`config.mk`:
```
export PLATFORM = sky130hd
export DESIGN_NAME = clock_period_meter
export DESIGN_NICKNAME = d
export VERILOG_FILES = /design/src/rtl/clock_meter_pkg.sv /design/src/rtl/sig_edge_sync.sv /design/src/rtl/clock_period_meter.sv
export SDC_FILE = /design/constraint.sdc
export NUM_CORES = 1
export LEC_CHECK = 0
export CAP_MARGIN = 10
export CORE_MARGIN = 5
export CORE_UTILIZATION = 35
export CTS_BUF_LIST = sky130_fd_sc_hd__clkbuf_4 sky130_fd_sc_hd__clkbuf_8
export DETAILED_ROUTE_END_ITERATION = 8
export GPL_ROUTABILITY_DRIVEN = 1
export PLACE_DENSITY_LB_ADDON = 0.12
export SETUP_SLACK_MARGIN = 0.2
export SLEW_MARGIN = 20
export SYNTH_ARGS = -nofsm -noshare
export SYNTH_HDL_FRONTEND = slang
export SYNTH_SLANG_ARGS = --single-unit
```
`constraint.sdc`:
```
create_clock -name C_50Mhz -period 5.9 [get_ports C_50Mhz]
set_input_delay 0.885 -clock C_50Mhz [delete_from_list [all_inputs] [get_ports C_50Mhz]]
set_output_delay 0.885 -clock C_50Mhz [all_outputs]
set_load 0.02 [all_outputs]
```
`src/rtl/clock_meter_pkg.sv`:
```
// Shared types and default constants for the slow-clock period meter.
package clock_meter_pkg;

  typedef enum logic [1:0] {
    IDLE  = 2'd0,
    HIGH  = 2'd1,
    LOW   = 2'd2,
    STALL = 2'd3
  } meter_state_t;

  localparam int unsigned CLK_HZ            = 50_000_000;
  localparam int unsigned METER_TIMEOUT     = 4_000_000;
  localparam int unsigned METER_CNT_W       = 25;
  localparam int unsigned METER_SYNC_STAGES = 2;

endpackage

```
`src/rtl/sig_edge_sync.sv`:
```
// Multi-flop synchronizer with delayed copy for rise/fall detection of a slow async pin.
module sig_edge_sync
  import clock_meter_pkg::*;
#(
  parameter int unsigned SYNC_STAGES = METER_SYNC_STAGES
) (
  input  logic C_50Mhz,
  input  logic rst,
  input  logic async_in,
  output logic level,
  output logic rise,
  output logic fall
);

  logic [SYNC_STAGES-1:0] sync_q, sync_d;
  logic                   dly_q, dly_d;

  always_comb begin
    sync_d = {sync_q[SYNC_STAGES-2:0], async_in};
    dly_d  = sync_q[SYNC_STAGES-1];
  end

  always_ff @(posedge C_50Mhz or posedge rst) begin
    if (rst) begin
      sync_q <= '0;
      dly_q  <= 1'b0;
    end else begin
      sync_q <= sync_d;
      dly_q  <= dly_d;
    end
  end

  // Both edges see the same pipeline depth, so measured widths stay exact.
  assign level = sync_q[SYNC_STAGES-1];
  assign rise  = level & ~dly_q;
  assign fall  = ~level & dly_q;

endmodule

```
`src/rtl/clock_period_meter.sv`:
```
// Measures high time, low time and period of a slow square wave in C_50Mhz cycles.
module clock_period_meter
  import clock_meter_pkg::*;
#(
  parameter int unsigned CNT_W       = METER_CNT_W,
  parameter int unsigned TIMEOUT     = METER_TIMEOUT,
  parameter int unsigned SYNC_STAGES = METER_SYNC_STAGES
) (
  input  logic             C_50Mhz,
  input  logic             rst,
  input  logic             sig_in,
  input  logic             clear,
  output logic [CNT_W-1:0] high_cycles,
  output logic [CNT_W-1:0] low_cycles,
  output logic [CNT_W:0]   period_cycles,
  output logic             meas_valid,
  output logic             locked,
  output logic             timeout
);

  localparam logic [CNT_W-1:0] TIMEOUT_C = CNT_W'(TIMEOUT);
  localparam logic [CNT_W-1:0] ONE_C     = CNT_W'(1);

  logic sig_level, sig_rise, sig_fall;
  logic rise_ev, fall_ev;

  sig_edge_sync #(
    .SYNC_STAGES(SYNC_STAGES)
  ) u_sync (
    .C_50Mhz (C_50Mhz),
    .rst     (rst),
    .async_in(sig_in),
    .level   (sig_level),
    .rise    (sig_rise),
    .fall    (sig_fall)
  );

  assign rise_ev = sig_rise & sig_level;
  assign fall_ev = sig_fall & ~sig_level;

  meter_state_t     state_q, state_d;
  logic [CNT_W-1:0] cnt_q, cnt_d;
  logic [CNT_W-1:0] high_len_q, high_len_d;
  logic [CNT_W-1:0] high_q, high_d;
  logic [CNT_W-1:0] low_q, low_d;
  logic [CNT_W:0]   period_q, period_d;
  logic             valid_q, valid_d;
  logic             locked_q, locked_d;
  logic             timeout_q, timeout_d;
  logic [CNT_W-1:0] cnt_inc;
  logic             cnt_sat;

  // Saturating increment; the counter never wraps past TIMEOUT.
  assign cnt_sat = (cnt_q == TIMEOUT_C);
  assign cnt_inc = cnt_sat ? cnt_q : cnt_q + ONE_C;

  always_comb begin
    state_d    = state_q;
    cnt_d      = cnt_q;
    high_len_d = high_len_q;
    high_d     = high_q;
    low_d      = low_q;
    period_d   = period_q;
    valid_d    = 1'b0;
    locked_d   = locked_q;
    timeout_d  = timeout_q;

    if (clear) begin
      state_d   = IDLE;
      locked_d  = 1'b0;
      timeout_d = 1'b0;
      cnt_d     = '0;
    end else begin
      case (state_q)
        IDLE: begin
          if (rise_ev) begin
            cnt_d   = ONE_C;
            state_d = HIGH;
          end
        end
        HIGH: begin
          if (fall_ev) begin
            high_len_d = cnt_q;
            cnt_d      = ONE_C;
            state_d    = LOW;
          end else if (cnt_sat) begin
            state_d   = STALL;
            timeout_d = 1'b1;
            locked_d  = 1'b0;
          end else begin
            cnt_d = cnt_inc;
          end
        end
        LOW: begin
          if (rise_ev) begin
            high_d   = high_len_q;
            low_d    = cnt_q;
            period_d = {1'b0, high_len_q} + {1'b0, cnt_q};
            valid_d  = 1'b1;
            locked_d = 1'b1;
            cnt_d    = ONE_C;
            state_d  = HIGH;
          end else if (cnt_sat) begin
            state_d   = STALL;
            timeout_d = 1'b1;
            locked_d  = 1'b0;
          end else begin
            cnt_d = cnt_inc;
          end
        end
        STALL: begin
          // Partial period is discarded; the next rise only restarts the high phase.
          if (rise_ev) begin
            timeout_d = 1'b0;
            cnt_d     = ONE_C;
            state_d   = HIGH;
          end
        end
        default: state_d = IDLE;
      endcase
    end
  end

  always_ff @(posedge C_50Mhz or posedge rst) begin
    if (rst) begin
      state_q    <= IDLE;
      cnt_q      <= '0;
      high_len_q <= '0;
      high_q     <= '0;
      low_q      <= '0;
      period_q   <= '0;
      valid_q    <= 1'b0;
      locked_q   <= 1'b0;
      timeout_q  <= 1'b0;
    end else begin
      state_q    <= state_d;
      cnt_q      <= cnt_d;
      high_len_q <= high_len_d;
      high_q     <= high_d;
      low_q      <= low_d;
      period_q   <= period_d;
      valid_q    <= valid_d;
      locked_q   <= locked_d;
      timeout_q  <= timeout_d;
    end
  end

  assign high_cycles   = high_q;
  assign low_cycles    = low_q;
  assign period_cycles = period_q;
  assign meas_valid    = valid_q;
  assign locked        = locked_q;
  assign timeout       = timeout_q;

endmodule

```
======== Word-level counts from Yosys, hierarchy flattened ========
Index checks and enable logic that the tools add are counted.
storage, ports and cells
  flip-flop bits (word level) ............. 134
  output and inout port bits .............. 79
  logic and storage cells ................. 62
cells by class
  $add $sub $neg .......................... 2
  eq/ne operators ......................... 8
  mux-type cells .......................... 26
  bitwise gates (word level) .............. 7
  reduce and logical (&&, ||, !) cells .... 8
operators by type and width
  kind                                                                     number
  25-bit two-way mux                                                       5
  25-bit case mux with 3 select lines                                      1
  25-bit by 25-bit adder with 26-bit output                                1
  25-bit by 1-bit adder with 25-bit output, second input constant          1
  25-bit by 22-bit equality test with 1-bit output, second input constant  1
  1-bit two-way mux                                                        12
  2-bit two-way mux                                                        5
  3-bit != test, second input constant                                     3
  2-bit case mux with 3 select lines                                       1
  3-bit AND reduction                                                      2
  1-bit AND                                                                4
  2-bit equality test, second input constant                               2
  4-bit AND reduction                                                      1
  4-bit nonzero test                                                       1
  3-bit by 1-bit != test with 1-bit output, second input constant          1
  1-bit inverter                                                           3
  1-bit case mux with 3 select lines                                       1
  3-bit nonzero test                                                       1
  2-bit by 1-bit equality test with 1-bit output, second input constant    1
  2-bit logical NOT                                                        1
  1-bit case mux with 2 select lines                                       1
  2-bit AND reduction                                                      1
  2-bit OR reduction                                                       1

======== Depth between registers and ports, before layout ========
  depth in word-level cells ............... 6
  depth in mapped cells ................... 10
  mapped depth without buffers ............ 10

======== Cells and area by module ========
A second synthesis with hierarchy kept.
second synthesis, totals
  cells, all modules ...................... 711
  area, all modules ....................... 6701.4 um2
modules (own cells, without submodules)
  module              times used  cells each  area each (um2)  seq. area each (um2)
  clock_period_meter  1           705         6607.6           3278.1
  sig_edge_sync       1           6           93.8             75.1

======== Least setup slack after synthesis ========
OpenSTA, ideal clock, no wires.
  kind .................................... reg-to-reg
  from .................................... register cnt_q[0]
  to ...................................... register period_q[20], in the netlist period_cycles[20]
  library setup time ...................... 0.070 ns
  data arrival time ....................... 2.184 ns
  required time ........................... 5.830 ns
  slack ................................... 3.646 ns
  stages on the path, launching flop included .. 11
  path buffers ............................ 0
  cell sequence ........................... dfrtp_1 > ha_1 > inv_1 > fa_1 > nor2b_1 > o2111ai_1 > nand3_1 > a22o_1 > or2_1 > or3_1 > nand3_1
between the ends
  longest elaborated chain between the ends .. 1
RTL lines
  element                                    line                       text
  start: declaration                         clock_period_meter.sv:42   logic [CNT_W-1:0] cnt_q, cnt_d;
  start signal: assignment                   clock_period_meter.sv:137  cnt_q <= cnt_d;
  25-bit by 25-bit adder with 26-bit output  clock_period_meter.sv:98   period_d = {1'b0, high_len_q} + {1'b0, cnt_q};
  end signal: assignment                     clock_period_meter.sv:141  period_q <= period_d;
  end: declaration                           clock_period_meter.sv:46   logic [CNT_W:0] period_q, period_d;
No other way between the ends.
A chain may end at the register's enable or synchronous reset.

======== Worst setup path after layout ========
  from .................................... register cnt_q[0]
  to ...................................... register period_q[18], in the netlist period_cycles[18]
Same word-level chain as after synthesis.

==> out/metrics.cfg <==
[outcome]
status=complete, no violations

[sta]
fin_skew_ns=0.008321
slew_violations=0
setup-violations-final=0
final_hold_viol_count=0
tns_ns=0
fmax_mhz=368.5
slew_headroom_pct=37.40
worstMarginPinSlew_ns=0.9389
worst_slack_ns=3.186
whs_ns=0.3497
rsz0062_at_grt=no
fin_crit_sh_pct=46.00
period_needed_ns=2.714

[logic_synthesis]
synthArstFlopShare_pct=100.0
synth_warnings=0
synthFlopType=dfrtp_1
synthTopCellsByCount=nand2_1 (214), dfrtp_1 (134), o21ai_0 (73), nor2_1 (34), a21oi_1 (32)
synthMuxAreaShare_pct=4.110
yosysSeqAreaShare_pct=48.96
syn_inst=748
syn_nets=783
syn_area_um2=6849
synth-edff-count=0
synth_compound_area_share_pct=13.72
ys_ff_latch=134
synth_area_leaders=dfrtp_1 (49%), nand2_1 (12%), ha_1 (5.5%)
synth.distinct_cells=62
synth_most_common_cell=nand2_1
synthAdderAreaFrac_pct=5.773
synth_top_area_share_pct=48.96
yosys.area.top_type=dfrtp_1
synth-xor-area-share_pct=3.197
post_synth_and_or_nand_nor_area_fraction_pct=21.15
synth_top_family_by_area=simple AND/OR/NAND/NOR gates
synth_area_per_cell_um2=9.157

[route]
via_per_inst=5.060
vias=5536
drtIter0Drc=402
dr.pass1.iters=5
avgRoutedWirePerCell_um=16.72
drc=0
wl_um=18290
ant_nets=0

[critical_path]
cp-start-kind=flop
worst-path-max-fanout=8
worstSetupEndpointType=flop
path_cells=ha_1 > inv_1 > fa_1 > nor2b_1 > o2111ai_1 > nand3_1 > a22o_1 > nor2_1 > or4_1 > nand3_1
arrival_ns=3.09
crit_required_ns=6.28
r2r_start=cnt_q[0]
cp_slowest_cell=dfrtp_1
path_class=flop to flop
reg2regPathDepth=10
reg2reg_slack_ns=3.19
critPathMaxStageDelay_ns=0.51
cpMostUsedCell=nand3_1
reg2reg_to=period_cycles[18]
critPathBufInv=1
cp_top_family=simple AND/OR/NAND/NOR gates

[global_routing]
gr-usage-met1_pct=24.29
globalRouteOverflowTotal=0
busiest_layer=met2
grt_max_degree=103
grt_util_met3_pct=3.574
grt_pass1_wl_um=30120
met2_usage_pct=25.95
grt_usage_pct=16.94
grt_pass1_vias=5494
antenna_found_initial=0

[cts]
cts_root_buffer=clkbuf_8
cts_hold_buf=0
clk_pin_slew_ns=0.08
clock_latency_ns=0.44
cts_tree=built
cts_max_level=4
ctsLongestPathBuffers=2
numCtsBuffers=17
clock-sinks=134
postCtsSetupBuffers=0
postCtsResizedCells=0

[die]
die_w_um=149.9
core_area_um2=19330
io_pins=83
start_util_pct=35.42
num_rows=51
die_y_um=149.9
die_area_um2=22470

[cells_and_area]
areaGrowthSynthToFinish_pct=21.54
diodes=0
n_fill_cell=1921
drive_gt1_share_pct=8.926
nets=852

[placed_design]
hpwl_um=12760
port_buffers=82
pre_cts_slack_ns=2.774
finalWeightedCongestion=0.8849

[run]
cap_violations=0

[power]
powerDensity_nw_per_um2=218.5
ir_drop_mv=0.1323
p_leak_nw=3.902

[hold_path]
holdCritStartpoint=u_sync.sync_q[0]
holdPathEnd=u_sync.sync_q[1]
hold_depth=0
worstHoldPathType=flop to flop

## cell families after synthesis
logic type,Yosys count
mux,25
fa+ha+maj,31
flops,134
simple gates,328
xor+xnor,25
buf+inv,49
compound gates,156
## worst max path at each step
stage / to / from / slack [ns] / cells past startpoint
floorplan: cnt_q[0] / rst / 1.43 / 1
global placement: cnt_q[24] / clear / 2.82 / 6
finish: period_cycles[18] / cnt_q[0] / 3.19 / 10
global route: cnt_q[24] / state_q[0] / 2.99 / 8
detailed placement: period_cycles[20] / clear / 2.77 / 7
CTS: period_cycles[18] / cnt_q[0] / 3.17 / 10
## cell type report
cell class / instances / area, um2 / share of cell area [%]
Timing Repair Buffer: 87 / 870.8 / 10.46
Multi-Input combinational cell: 565 / 3292 / 39.55
Inverter: 12 / 47.55 / 0.5712
Clock inverter: 9 / 151.4 / 1.819
Sequential cell: 134 / 3353 / 40.28
Tap cell: 265 / 331.6 / 3.983
Clock buffer: 22 / 277.8 / 3.337
## state kept, by name (all words and copies together), names as in the netlist
| name | flops |
|---|---|
| cnt_q | 25 |
| high_cycles | 25 |
| high_len_q | 25 |
| locked | 1 |
| low_cycles | 25 |
| meas_valid | 1 |
| period_cycles | 26 |
| state_q | 2 |
| timeout | 1 |
| u_sync.dly_q | 1 |
| u_sync.sync_q | 2 |
## worst register-to-register path, stage by stage, from the launching register on
cell	delay (ns)
dfrtp_1	0.51
ha_1	0.24
inv_1	0.06
fa_1	0.39
nor2b_1	0.20
o2111ai_1	0.16
nand3_1	0.20
a22o_1	0.23
nor2_1	0.09
or4_1	0.48
nand3_1	0.08
## layout by cell type (no fill, tap or decap), drive strengths merged, types with 8 or more instances in the layout
cell,Yosys,final
a21oi,32,32
and3,8,8
clkbuf,27,22
clkdlybuf4s50,0,82
dfrtp,134,134
ha,30,30
inv,12,12
mux2,25,25
nand2,214,214
nand3,19,19
nand4,10,10
nor2,34,34
o21ai,74,74
o31ai,9,9
xnor2,15,15
xor2,10,10
## power by group
part | internal [W] | total (W) | leakage [nW] | switching (W)
registers | 0.000922 | 0.000927 | 1.86 | 0.00000434
clock network | 0.000487 | 0.000839 | 0.220 | 0.000353
logic | 0.0000139 | 0.0000525 | 1.82 | 0.0000387
## through the flow
step	total power, W	util (%)	cell area [um2]	std cells
floorplan	0.0009797	-	6849	748
global placement	0.0009967	40.83	7895	1063
detailed placement	0.0009986	40.83	7895	1063
CTS	0.001851	43.05	8324	1094
global route	0.001899	43.05	8324	1094
finish	0.001819	43.05	8324	1094
## routing by layer
| metal | vias up | wire, um |
|---|---|---|
| met3 | 16 | 665 |
| li1 | 2728 | - |
| met4 | 0 | 214 |
| met5 | - | 0 |
| met1 | 2693 | 9253 |
| met2 | 99 | 8160 |
Power figures use the tool's default switching activity.
